### src/rtl/data_sync_mc.sv
// data_sync_mc: NUM_CH independent enable-qualified bus synchronisers, each exposing a valid/ready word.
// Latency: capture NUM_STAGES edges after bus_enable is first sampled high; enable_pulse marks the capture.
// Backpressure: never stalls; a new word overwrites an unconsumed one and sets sticky overrun. DATA_SYNC_TOGGLE_EN selects toggle events.
module data_sync_mc #(
    parameter int BUS_WIDTH  = 8,
    parameter int NUM_STAGES = 2,
    parameter int NUM_CH     = 2
) (
    input  logic                        CLK,
    input  logic                        RST,
    input  logic [NUM_CH-1:0]           bus_enable,
    input  logic [NUM_CH*BUS_WIDTH-1:0] unsync_bus,
    input  logic [NUM_CH-1:0]           sync_ready,
    input  logic [NUM_CH-1:0]           overrun_clr,
    output logic [NUM_CH*BUS_WIDTH-1:0] sync_bus,
    output logic [NUM_CH-1:0]           sync_valid,
    output logic [NUM_CH-1:0]           enable_pulse,
    output logic [NUM_CH-1:0]           overrun
);

    for (genvar i = 0; i < NUM_CH; i++) begin : g_ch
        logic [NUM_STAGES-1:0] sync;
        logic                  pg;
        logic                  evt;
        logic                  valid_q;
        logic                  pulse_q;
        logic                  ovr_q;
        logic [BUS_WIDTH-1:0]  bus_q;

`ifdef DATA_SYNC_TOGGLE_EN
        assign evt = sync[NUM_STAGES-1] ^ pg;
`else
        assign evt = sync[NUM_STAGES-1] & ~pg;
`endif

        always_ff @(posedge CLK) begin
            if (RST) begin
                sync    <= '0;
                pg      <= 1'b0;
                bus_q   <= '0;
                valid_q <= 1'b0;
                pulse_q <= 1'b0;
                ovr_q   <= 1'b0;
            end else begin
                sync    <= {sync[NUM_STAGES-2:0], bus_enable[i]};
                pg      <= sync[NUM_STAGES-1];
                pulse_q <= evt;
                if (evt) begin
                    bus_q   <= unsync_bus[i*BUS_WIDTH +: BUS_WIDTH];
                    valid_q <= 1'b1;
                end else if (sync_ready[i]) begin
                    valid_q <= 1'b0;
                end
                // A capture on the same edge as a transfer replaces a consumed word, not an unread one.
                if (evt && valid_q && !sync_ready[i]) begin
                    ovr_q <= 1'b1;
                end else if (overrun_clr[i]) begin
                    ovr_q <= 1'b0;
                end
            end
        end

        assign sync_bus[i*BUS_WIDTH +: BUS_WIDTH] = bus_q;
        assign sync_valid[i]                      = valid_q;
        assign enable_pulse[i]                    = pulse_q;
        assign overrun[i]                         = ovr_q;
    end

endmodule

### config.mk
export PLATFORM = sky130hd
export DESIGN_NAME = data_sync_mc
export DESIGN_NICKNAME = d
export VERILOG_FILES = /design/src/rtl/data_sync_mc.sv
export SDC_FILE = /design/constraint.sdc
export NUM_CORES = 1
export LEC_CHECK = 0
export ABC_AREA = 1
export CAP_MARGIN = 15
export CORE_MARGIN = 2
export CORE_UTILIZATION = 37
export DETAILED_ROUTE_END_ITERATION = 7
export PLACE_DENSITY_LB_ADDON = 0.05
export SLEW_MARGIN = 20
export SYNTH_ARGS = -nofsm -noshare
export SYNTH_HDL_FRONTEND = slang
export SYNTH_SLANG_ARGS = --single-unit
### constraint.sdc
create_clock -name CLK -period 0.8 [get_ports CLK]
set_input_delay 0.08 -clock CLK [delete_from_list [all_inputs] [get_ports CLK]]
set_output_delay 0.08 -clock CLK [all_outputs]
set_load 0.05 [all_outputs]
==> impl_metrics.tcl, run 1 <==
set metrics [dict create \
    drc 0 \
    critPathCaptureType "primary output" \
    drtAntennaViolNets 0 \
    final_common_cell "nor2_1" \
    synth_top_family_by_area "simple AND/OR/NAND/NOR gates" \
    cp_max_fo 2 \
    worstSetupStartpointType "register" \
    vias_per_cell 4.64 \
    port_buffers 45 \
    synthCells 154 \
    rows 19 \
    cpMaxStageDelayCell "dfxtp_2" \
    slew_headroom 0.871 \
    path_class "register to primary output" \
    first_pass_iters 4 \
    critPathTopFamily "flip-flops" \
    io_pins 46 \
    skew_ns 0.00411 \
    p_per_area_mw_per_mm2 1570 \
    gp_congestion 0.779 \
    regArea_um2 606 \
    die_y_um 59.1 \
    grt_pass1_vias 975 \
    clk_latency_ns 0.33 \
    worstPathCellList "buf_12" \
    top_layer_used "met4" \
    grt.overflow.total 0 \
    max_slew.worst_pin.slew_ns 0.194 \
    detail_route.iter0.violations 21 \
    nNetsFinal 227 \
    synth_xor_area_frac 0 \
    cts-root-buf "clkbuf_4" \
    multi_input_area_um2 460 \
    worst_ep_arrival_time_ns 0.86 \
    cts_buffer_depth 2 \
    setup_ws_ns -0.143 \
    maxSlewViolCount 0 \
    synth_mux_area_frac 0 \
    wl_met2_um 1320 \
    layout-drive-gt1-share 0.416 \
    netlist_area_mm2 0.00112 \
    cap_violations 0 \
    clkSinkCount 28 \
    max_freq_mhz 1060 \
    synthTopCellsByArea "dfxtp_1 (50%), nor2_1 (14%), nand3_1 (8.0%)" \
    vias 1081 \
    synth_nets 178 \
    cp.required_ns 0.72 \
    synth_seq_cells 28 \
    hold_viol 0 \
    wl_met3_um 159 \
    grt_start_max_net_pins 17 \
    finalSetupViolCount 27 \
    fin_total_pwr_uw 3170 \
    min_period_over_period 1.18 \
    dieArea_mm2 0.00349 \
    cp_num_buf_inv 1 \
    fill_cells 218 \
    dpl.hpwl_um 1860 \
    area_growth_pct 79.6 \
    antenna_found_initial 0 \
    avgSynthCellArea_um2 7.29 \
    ir_drop_mv 0.993 \
    grt_pass1_wl_um 4290 \
    cts_buffers 3 \
    routed_wl_um 2740 \
    max_stage_delay_ns 0.40 \
    synth_fa_ha_area_frac 0 \
    final_cell_mix "nor2_1 (37), inv_1 (23), clkdlybuf4s50_1 (23), buf_12 (22), dfxtp_2 (21)" \
    fin_crit_ns 0.943 \
    yosysTopAreaCellShare 0.499 \
    ys_seq_area_frac 0.499 \
    met1Wirelength_um 1230 \
    cts_hold_buffers 0 \
    synth_area_leader_cell "dfxtp_1" \
    fin_setup_tns_ns -2.99 \
    grt_util_all_layers 0.161 \
    grt_setup_unrepaired "yes" \
    die_w_um 59.1 \
    violations "negative setup slack" \
    antenna_cells 0 \
    start_util 0.397 \
    cts_tree "done" \
    wire_per_inst_um 11.8 \
    clk_pin_slew_ns 0.15 \
    synth_compound_area_frac 0.00892 \
    core-area_mm2 0.00283 \
    yosys.area_share.simple 0.328 \
    status "finished with violations" \
    hold_class "input port to register" \
    leakage_uw 0.000892 \
    yosysUniqueCellTypes 12 \
    yosysWarnings 0 \
    h-tree-depth 1 \
]
-- layout make-up --
class / count / area share
multi-input cells: 90 / 0.228
clock inverters: 1 / 0.0149
flip-flops and latches: 28 / 0.300
clock buffers: 3 / 0.0112
repair buffers: 53 / 0.368
well taps: 31 / 0.0192
inverters: 27 / 0.0577
-- worst min-delay path, cell delays in order --
cell and delay (ns):
clkdlybuf4s50_1 0.39, inv_1 0.05, nor2_1 0.03
-- power breakdown --
| part | switching [uW] | internal (uW) | leakage, uW |
|---|---|---|---|
| logic | 346 | 371 | 0.000622 |
| clock network | 421 | 507 | 0.0000279 |
| registers | 68.6 | 1460 | 0.000242 |
| total | 836 | 2330 | 0.000892 |
-- cell usage after synthesis, drive strengths merged --
| master | number |
|---|---|
| buf | 11 |
| nand2 | 22 |
| nor2 | 44 |
| nand3 | 18 |
| nand3b | 2 |
| inv | 27 |
| o21ai | 2 |
| dfxtp | 28 |
-- kinds of logic after synthesis --
kind of cell,Yosys count
AO/OA/AOI/OAI,2
buffers and inverters,38
flip-flops,28
AND/OR/NAND/NOR,86
-- flip-flops by register name, summed over array words and instances, names as in the netlist --
register      cells
g_ch.bus_q       16
g_ch.pg           2
g_ch.valid_q      2
g_ch.sync         4
g_ch.pulse_q      2
g_ch.ovr_q        2
-- worst paths after layout --
kind	end	cells past startpoint	slack, ns	startpoint
max	sync_bus[4]	1	-0.14	g_ch[0].bus_q[4]
min reg2reg	g_ch[0].sync[1]	2	0.41	g_ch[0].sync[0]
max reg2reg	g_ch[0].bus_q[4]	4	-0.06	g_ch[0].sync[1]
min	g_ch[1].sync[0]	3	0.24	bus_enable[1]
-- per-layer routing --
| metal | vias up | GRT usage |
|---|---|---|
| li1 | 548 | - |
| met1 | 492 | 0.216 |
| met2 | 37 | 0.259 |
| met3 | 4 | 0.0306 |
| met4 | 0 | 0.0584 |
| met5 | - | 0 |
-- per-stage QoR --
| step | instances | util | hold WS, ns | setup WS (ns) | instance area (um2) |
|---|---|---|---|---|---|
| after detailed placement | 228 | 0.652 | 0.388 | -0.273 | 1840 |
| after CTS | 232 | 0.686 | 0.240 | -0.142 | 1940 |
| after floorplan | 154 | - | 0.187 | -0.00834 | 1150 |
| after global routing | 233 | 0.713 | 0.232 | -0.181 | 2020 |
| after global placement | 228 | 0.652 | 0.387 | -0.232 | 1840 |
| final | 233 | 0.713 | 0.242 | -0.143 | 2020 |
-- timing repair --
item                                    CTS  global route
gates resized for setup                  18            22
gates cloned                              2             1
endpoints found under the setup margin   42            43
setup buffers                             0             0
pin swaps                                 9            13
(Power assumes the default switching activity.)
==> inputs of run 2 (changes only) <==
--- a/config.mk
+++ b/config.mk
@@ -11,6 +11,7 @@
 export CORE_UTILIZATION = 37
 export DETAILED_ROUTE_END_ITERATION = 7
 export PLACE_DENSITY_LB_ADDON = 0.05
+export SKIP_CTS_REPAIR_TIMING = 1
 export SLEW_MARGIN = 20
 export SYNTH_ARGS = -nofsm -noshare
 export SYNTH_HDL_FRONTEND = slang
==> run 2 against run 1 <==
The run still ends with negative setup slack left. Wire length increased by 2.4%. Sequential cell count stayed put. Sequential share of layout area is 0.24 points lower. Maximum frequency decreased by 7.2%. Die area did not move. Non-clock buffer count rose by 3. Cell area rose by 0.81%.
==> impl_metrics.tcl, run 2 (synthesis results as in run 1) <==
set metrics [dict create \
    cts-root-buf "clkbuf_4" \
    core-area_mm2 0.00283 \
    grt_start_max_net_pins 17 \
    cpMaxStageDelayCell "dfxtp_2" \
    grt_pass1_wl_um 4080 \
    ff2ff_setup_slack_ns -0.11 \
    start_util 0.397 \
    min_period_over_period 1.27 \
    cts_buffers 3 \
    final_util 0.718 \
    top_usage_layer "met2" \
    clk_latency_ns 0.33 \
    antenna_cells 0 \
    cap_violations 0 \
    max_freq_mhz 985 \
    fin_total_pwr_uw 3190 \
    dpl.hpwl_um 1860 \
    wire_per_inst_um 11.9 \
    use_met3 0.0306 \
    area_growth_pct 81.0 \
    critPathTopFamily "flip-flops" \
    vias 1094 \
    h-tree-depth 1 \
    path_class "register to primary output" \
    nNetsFinal 230 \
    setup.worst_path.start "g_ch[0].valid_q" \
    worstPathCellList "buf_6 -> buf_12" \
    die_y_um 59.1 \
    hold_viol 0 \
    violations "negative setup slack" \
    setup_ws_ns -0.215 \
    finalSetupViolCount 34 \
    maxSlewViolCount 0 \
    vias_per_cell 4.64 \
    drtAntennaViolNets 0 \
    worstSetupStartpointType "register" \
    grt_setup_unrepaired "yes" \
    hold_start "bus_enable[1]" \
    die_w_um 59.1 \
    largest-register "g_ch.bus_q" \
    port_buffers 45 \
    cts_buffer_depth 2 \
    max_stage_delay_ns 0.36 \
    slew_headroom 0.850 \
    placed_cells 228 \
    routed_wl_um 2810 \
    final_cells 236 \
    rows 19 \
    grt.overflow.total 0 \
    worst_ep_arrival_time_ns 0.94 \
    layout-drive-gt1-share 0.410 \
    status "finished with violations" \
    gp_congestion 0.779 \
    final_cell_mix "nor2_1 (34), inv_1 (23), clkdlybuf4s50_1 (23), buf_12 (22)" \
    use_met1 0.196 \
    cp_num_buf_inv 2 \
    drc 0 \
    leakage_uw 0.000907 \
    fin_crit_ns 1.02 \
    cp.required_ns 0.72 \
    p_per_area_mw_per_mm2 1570 \
    grt_use_met2 0.252 \
    rr_startpoint "g_ch[0].sync[1]" \
    grt_util_all_layers 0.153 \
    fin_setup_tns_ns -3.60 \
    cp_max_fo 2 \
    reg_top3 "g_ch.bus_q x16, g_ch.sync x4" \
    final_common_cell "nor2_1" \
    antenna_found_initial 0 \
    first_pass_iters 4 \
    largest_reg_flops 16 \
    grt_pass1_vias 961 \
    max_slew.worst_pin.slew_ns 0.224 \
    skew_ns 0.00207 \
    clkSinkCount 28 \
    hold_class "input port to register" \
    dieArea_mm2 0.00349 \
    cts_tree "done" \
    io_pins 46 \
    ir_drop_mv 0.984 \
    dp_slack_ns -0.273 \
    critPathCaptureType "primary output" \
    detail_route.iter0.violations 22 \
    clk_pin_slew_ns 0.15 \
]
-- run 2: stage by stage --
stage          area [um2]  hold slack (ns)
5_1_grt              2030            0.232
3_3_place_gp         1840            0.387
3_5_place_dp         1840            0.388
2_1_floorplan        1150            0.187
6_report             2030            0.239
4_1_cts              1900            0.240
-- run 2: worst paths after layout --
kind,end,cells past startpoint
max,sync_valid[0],2
min,g_ch[1].sync[0],3
max reg2reg,g_ch[0].bus_q[4],4
min reg2reg,g_ch[1].sync[1],2
-- run 2: final cells by class --
class                   count  area (um2)
clock inverters             1        30.0
inverters                  27         116
flip-flops and latches     28         606
multi-input cells          90         443
well taps                  31        38.8
clock buffers               3        22.5
repair buffers             56         776
fillers                   215         797
-- run 2: report_power, final --
part | internal, uW | switching (uW) | total (uW) | leakage (uW)
Combinational | 384 | 346 | 730 | 0.000638
Clock | 507 | 426 | 933 | 0.0000279
Sequential | 1460 | 69.6 | 1530 | 0.000242
Total | 2350 | 842 | 3190 | 0.000907
-- run 2: worst reg2reg max path, delay by kind of cell, from the launching register on --
kind / cells / cell delay [ns]
buf+inv: 1 / 0.06
simple gates: 3 / 0.39
flops: 1 / 0.41
-- run 2: routing by layer --
metal	routed length (um)	part of all wire	up-vias
li1	-	-	555
met1	1280	0.46	493
met2	1300	0.46	42
met3	185	0.066	4
met4	38	0.014	0
met5	0	0	-
==> variant 1: new RTL, settings of run 1 <==
`NUM_STAGES`: 2 -> 4.
--- a/src/rtl/data_sync_mc.sv
+++ b/src/rtl/data_sync_mc.sv
@@ -3,7 +3,7 @@
 // Backpressure: never stalls; a new word overwrites an unconsumed one and sets sticky overrun. DATA_SYNC_TOGGLE_EN selects toggle events.
 module data_sync_mc #(
     parameter int BUS_WIDTH  = 8,
-    parameter int NUM_STAGES = 2,
+    parameter int NUM_STAGES = 4,
     parameter int NUM_CH     = 2
 ) (
     input  logic                        CLK,
Check against the original RTL: not equivalent (a bounded check fails within 4 cycles, from zero or initial values and one cycle with RST high).
==> variant 1 against run 1 <==
- the run still ends with negative setup slack left
- synthesized area grew 16%
- via count grew 7.3%
- register-to-register slack gained 20 ps
- sequential share of layout area is essentially flat
- clock skew grew 4.0 ps
- power shrank 7.5%
- clock power shrank 10%
- die area grew 15%
- global-route usage grew 0.93 points
- design area grew 14%
- worst setup slack gained 27 ps
- sequential cell count grew 4
- routed wire length grew 14%
- critical endpoint is now sync_bus[5]
- highest routed layer unchanged
==> variant 1: results (changes against run 1) <==
metric,value,unit,change
status,"finished, violations left",,unchanged
failed_checks,negative setup slack,,unchanged
slowest_delay,370,ps,was 400 ps
dp.cells,253,,was 228
track_usage,0.170,,was 0.161
r2r_slack,-40,ps,was -60 ps
setup_tns,-2610,ps,was -2990 ps
fin_skew,8.12,ps,was 4.11 ps
fill_cells,296,,was 218
setup_ws,-116,ps,was -143 ps
arrival,840,ps,was 860 ps
yosysSeqAreaShare,0.494,,was 0.499
cts_made_buffers,5,,was 3
rr_startpoint,g_ch[0].sync[3],,was g_ch[0].sync[1]
reg_top3,"g_ch.bus_q (16), g_ch.sync (8)",,"was g_ch.bus_q (16), g_ch.sync (4)"
final_area,2300,um2,was 2020 um2
h-tree-depth,2,,was 1
place_ws,-307,ps,was -273 ps
clk_pin_slew,90,ps,was 150 ps
leakage,0.000932,uW,was 0.000892 uW
worst_slew_pin_slew,294,ps,was 194 ps
grt_pass1_vias,1145,,was 975
vias,1160,,was 1081
grt_max_degree,23,,was 17
timing.rr.end,g_ch[0].bus_q[7],,was g_ch[0].bus_q[4]
gp_congestion,0.725,,was 0.779
setup_viol,35,,was 27
synthTopCellsByArea,"dfxtp_1 (49%), nor2_1 (9.0%), inv_1 (7.5%), nor2_2 (7.2%), nand3_1 (6.6%)",,"was dfxtp_1 (50%), nor2_1 (14%), nand3_1 (8.0%), inv_1 (7.7%), nand2_1 (7.4%)"
placed_cell_area,2020,um2,was 1840 um2
synth_common_cells,"dfxtp_1 (32), nor2_1 (31), inv_1 (26), nand2_1 (22), nand3_1 (17)",,"was nor2_1 (42), dfxtp_1 (28), inv_1 (23), nand2_1 (22), nand3_1 (18)"
## variant 1: cell types whose count changed after synthesis
cell,delta
nor2_4,-2
nor2_1,-11
dfxtp_1,+4
nand3_1,-1
buf_2,-2
inv_1,+3
nand3_2,+1
nor2_2,+15
buf_4,+2
inv_2,+1
nor2_8,+2
## variant 1: repair_timing
action | 4_1_cts | 5_1_grt
pin swaps | 8 | 28
buffers inserted | 0 | 2
gates resized for setup | 32 | 37
endpoints found under the setup margin | 43 | 42
gates cloned | 5 | 0
hold endpoints to repair | 0 | 0
## variant 1: final cells by class
cell class                      count  area share
Clock buffer                        6      0.0180
Timing Repair inverter              1     0.00272
Multi-Input combinational cell     94       0.263
Clock inverter                      1     0.00218
Tap cell                           46      0.0250
Inverter                           31      0.0615
Timing Repair Buffer               54       0.328
Sequential cell                    32       0.300
## variant 1: power by group through the flow
| stage | clock network (uW) | logic [uW] | registers (uW) |
|---|---|---|---|
| floorplan | 0 | 148 | 1740 |
| CTS | 871 | 432 | 1650 |
| global placement | 0 | 414 | 1690 |
| finish | 831 | 457 | 1640 |
| global route | 973 | 488 | 1650 |
| detailed placement | 0 | 418 | 1700 |
## variant 1: worst min-delay path, delay by kind of cell
family        cells  cell delay [ps]
buf+inv           2              450
simple gates      1               30
## variant 1: cells by family after synthesis
logic type	synth area share
simple gates	0.341
buf+inv	0.157
flops	0.494
compound gates	0.00771
## variant 1: routing by layer
layer | GRT usage | up-vias | part of all wire
li1 | - | 593 | -
met5 | 0 | - | 0
met4 | 0.106 | 0 | 0.031
met2 | 0.298 | 35 | 0.52
met3 | 0.0446 | 10 | 0.058
met1 | 0.182 | 522 | 0.39
==> variant 2: new RTL, config.mk and constraints of run 1 <==
Without the edit above. Put one more register stage on the output `sync_valid`, cleared by the reset. The value now appears one clock later. The other outputs are not delayed to match.
--- a/src/rtl/data_sync_mc.sv
+++ b/src/rtl/data_sync_mc.sv
@@ -17,6 +17,8 @@
     output logic [NUM_CH-1:0]           enable_pulse,
     output logic [NUM_CH-1:0]           overrun
 );
+
+    logic [NUM_CH-1:0] sync_valid_d;
 
     for (genvar i = 0; i < NUM_CH; i++) begin : g_ch
         logic [NUM_STAGES-1:0] sync;
@@ -61,10 +63,18 @@
         end
 
         assign sync_bus[i*BUS_WIDTH +: BUS_WIDTH] = bus_q;
-        assign sync_valid[i]                      = valid_q;
+        assign sync_valid_d[i]                      = valid_q;
         assign enable_pulse[i]                    = pulse_q;
         assign overrun[i]                         = ovr_q;
     end
 
+    always_ff @(posedge CLK) begin
+        if (RST) begin
+            sync_valid <= '0;
+        end else begin
+            sync_valid <= sync_valid_d;
+        end
+    end
+
 endmodule
 
Function: changed (Yosys sat finds a counterexample within 4 cycles, from zero or initial values and one cycle with RST high).
==> variant 2 against run 1 <==
- the flow still finishes with violations (negative setup slack)
- design area rose by 5.5%
- via count rose by 3.4%
- critical endpoint is now sync_bus[0]
- power rose by 3.2%
- final cell count rose by 9.9%
- worst setup slack improved by 27 ps
- synthesized area rose by 4.0%
- register-to-register slack improved by 30 ps
- sequential cell count rose by 2
- highest routed layer unchanged
- first-iteration DRC count rose by 76%
- routed wire length rose by 12%
==> variant 2: results (changes against run 1) <==
metric,value,unit,change
status,"finished, violations left",,unchanged
failed_checks,negative setup slack,,unchanged
cp_slowest_cell,dfxtp_4,,was dfxtp_2
grt_antenna_before_repair,0,,unchanged
clock_tree.buffer_depth,2,,unchanged
setup_viol,29,,was 27
clk_pin_slew,90,ps,was 150 ps
io_buffer_count,45,,unchanged
vdd.ir_drop.worst,0.00103,V,was 0.000993 V
drt_iter0_drc,37,,was 21
synth_common_cells,"nor2_1 (44), dfxtp_1 (30), inv_1 (24), nand2_1 (22), nand3_1 (18)",,"was nor2_1 (42), dfxtp_1 (28), inv_1 (23), nand2_1 (22), nand3_1 (18)"
cts_made_buffers,5,,was 3
dp.cells,244,,was 228
slowest_delay,370,ps,was 400 ps
worstPathMaxFanout,2,,unchanged
synth_warnings,0,,unchanged
netlist_instances,158,,was 154
drive_gt1_frac,0.439,,was 0.416
grt_max_degree,21,,was 17
fin_skew,3.95,ps,was 4.11 ps
setup_tns,-2350,ps,was -2990 ps
setup_ws,-115,ps,was -143 ps
grt_pass1_vias,1096,,was 975
r2r_slack,-30,ps,was -60 ps
p_sw,927,uW,was 836 uW
avgViaCountPerCell,4.37,,was 4.64
track_usage,0.185,,was 0.161
power_frac_seq,0.495,,was 0.481
gp_congestion,0.716,,was 0.779
synth_cell_type_count,13,,was 12
yosysSeqAreaShare,0.514,,was 0.499
worst_slew_pin_slew,223,ps,was 194 ps
h-tree-depth,2,,was 1
synthTopCellsByArea,"dfxtp_1 (51%), nor2_1 (14%), nand3_1 (7.7%), inv_1 (7.7%), nand2_1 (7.1%)",,"was dfxtp_1 (50%), nor2_1 (14%), nand3_1 (8.0%), inv_1 (7.7%), nand2_1 (7.4%)"
synth_nets,182,,was 178
leakage,0.000943,uW,was 0.000892 uW
reg_top3,"g_ch.bus_q (16), g_ch.sync (4)",,unchanged
hpwl,2030,um,was 1860 um
totalWireLength,3070,um,was 2740 um
clk_latency,320,ps,
comb_power_share,0.221,,was 0.226
final_cells,256,,was 233
powerDensity,1540,nW/um2,was 1570 nW/um2
grt_pass1_wl,4850,um,was 4290 um
arrival,840,ps,was 860 ps
==> variant 2: cell count changes after synthesis <==
cell | run 1 | this run
dfxtp_1 | 28 | 30
o21ai_0 | 2 | 0
nor2_1 | 42 | 44
buf_4 | 6 | 4
inv_4 | 0 | 2
inv_1 | 23 | 24
o21ai_1 | 0 | 2
inv_2 | 4 | 3
==> variant 2: path summary, 6_finish.rpt <==
check                endpoint             start  depth (start not counted)
min reg2reg   g_ch[1].sync[1]   g_ch[1].sync[0]                          2
max               sync_bus[0]  g_ch[0].bus_q[0]                          1
max reg2reg  g_ch[1].bus_q[6]   g_ch[1].sync[1]                          4
min           g_ch[1].sync[1]               RST                          3
==> variant 2: repair_timing <==
action | 4_1_cts | 5_1_grt
cloned | 2 | 2
resized for setup | 18 | 34
endpoints found under the setup margin | 41 | 44
pin swaps | 11 | 16
buffers inserted | 0 | 0
==> variant 2: metal layers <==
layer	wire length, um	global-route usage	part of all wire
met1	1290	0.218	0.42
met2	1550	0.303	0.50
met3	171	0.0649	0.056
met4	55	0.0762	0.018
met5	0	0	0
==> variant 2: cells by family after synthesis <==
kind of cell	after synthesis	share of synthesized area
AO/OA/AOI/OAI	2	0.00857
buffers and inverters	38	0.155
flip-flops	30	0.514
AND/OR/NAND/NOR	88	0.322
==> variant 2: through the flow <==
step                area, um2  utilization  setup slack, ps  hold WS, ps
floorplan                1190            -            -8.34          164
global placement         1890        0.625             -260          383
detailed placement       1890        0.625             -321          391
CTS                      2010        0.663             -129          248
global route             2130        0.702             -154          187
finish                   2130        0.702             -115          178
==> variant 2: area by class of cell <==
class | instances | area [um2]
clock buffers | 7 | 55.1
clock inverters | 1 | 5.00
fillers | 240 | 901
inverters | 29 | 129
multi-input cells | 92 | 485
flip-flops and latches | 30 | 653
well taps | 44 | 55.1
repair buffers | 53 | 744
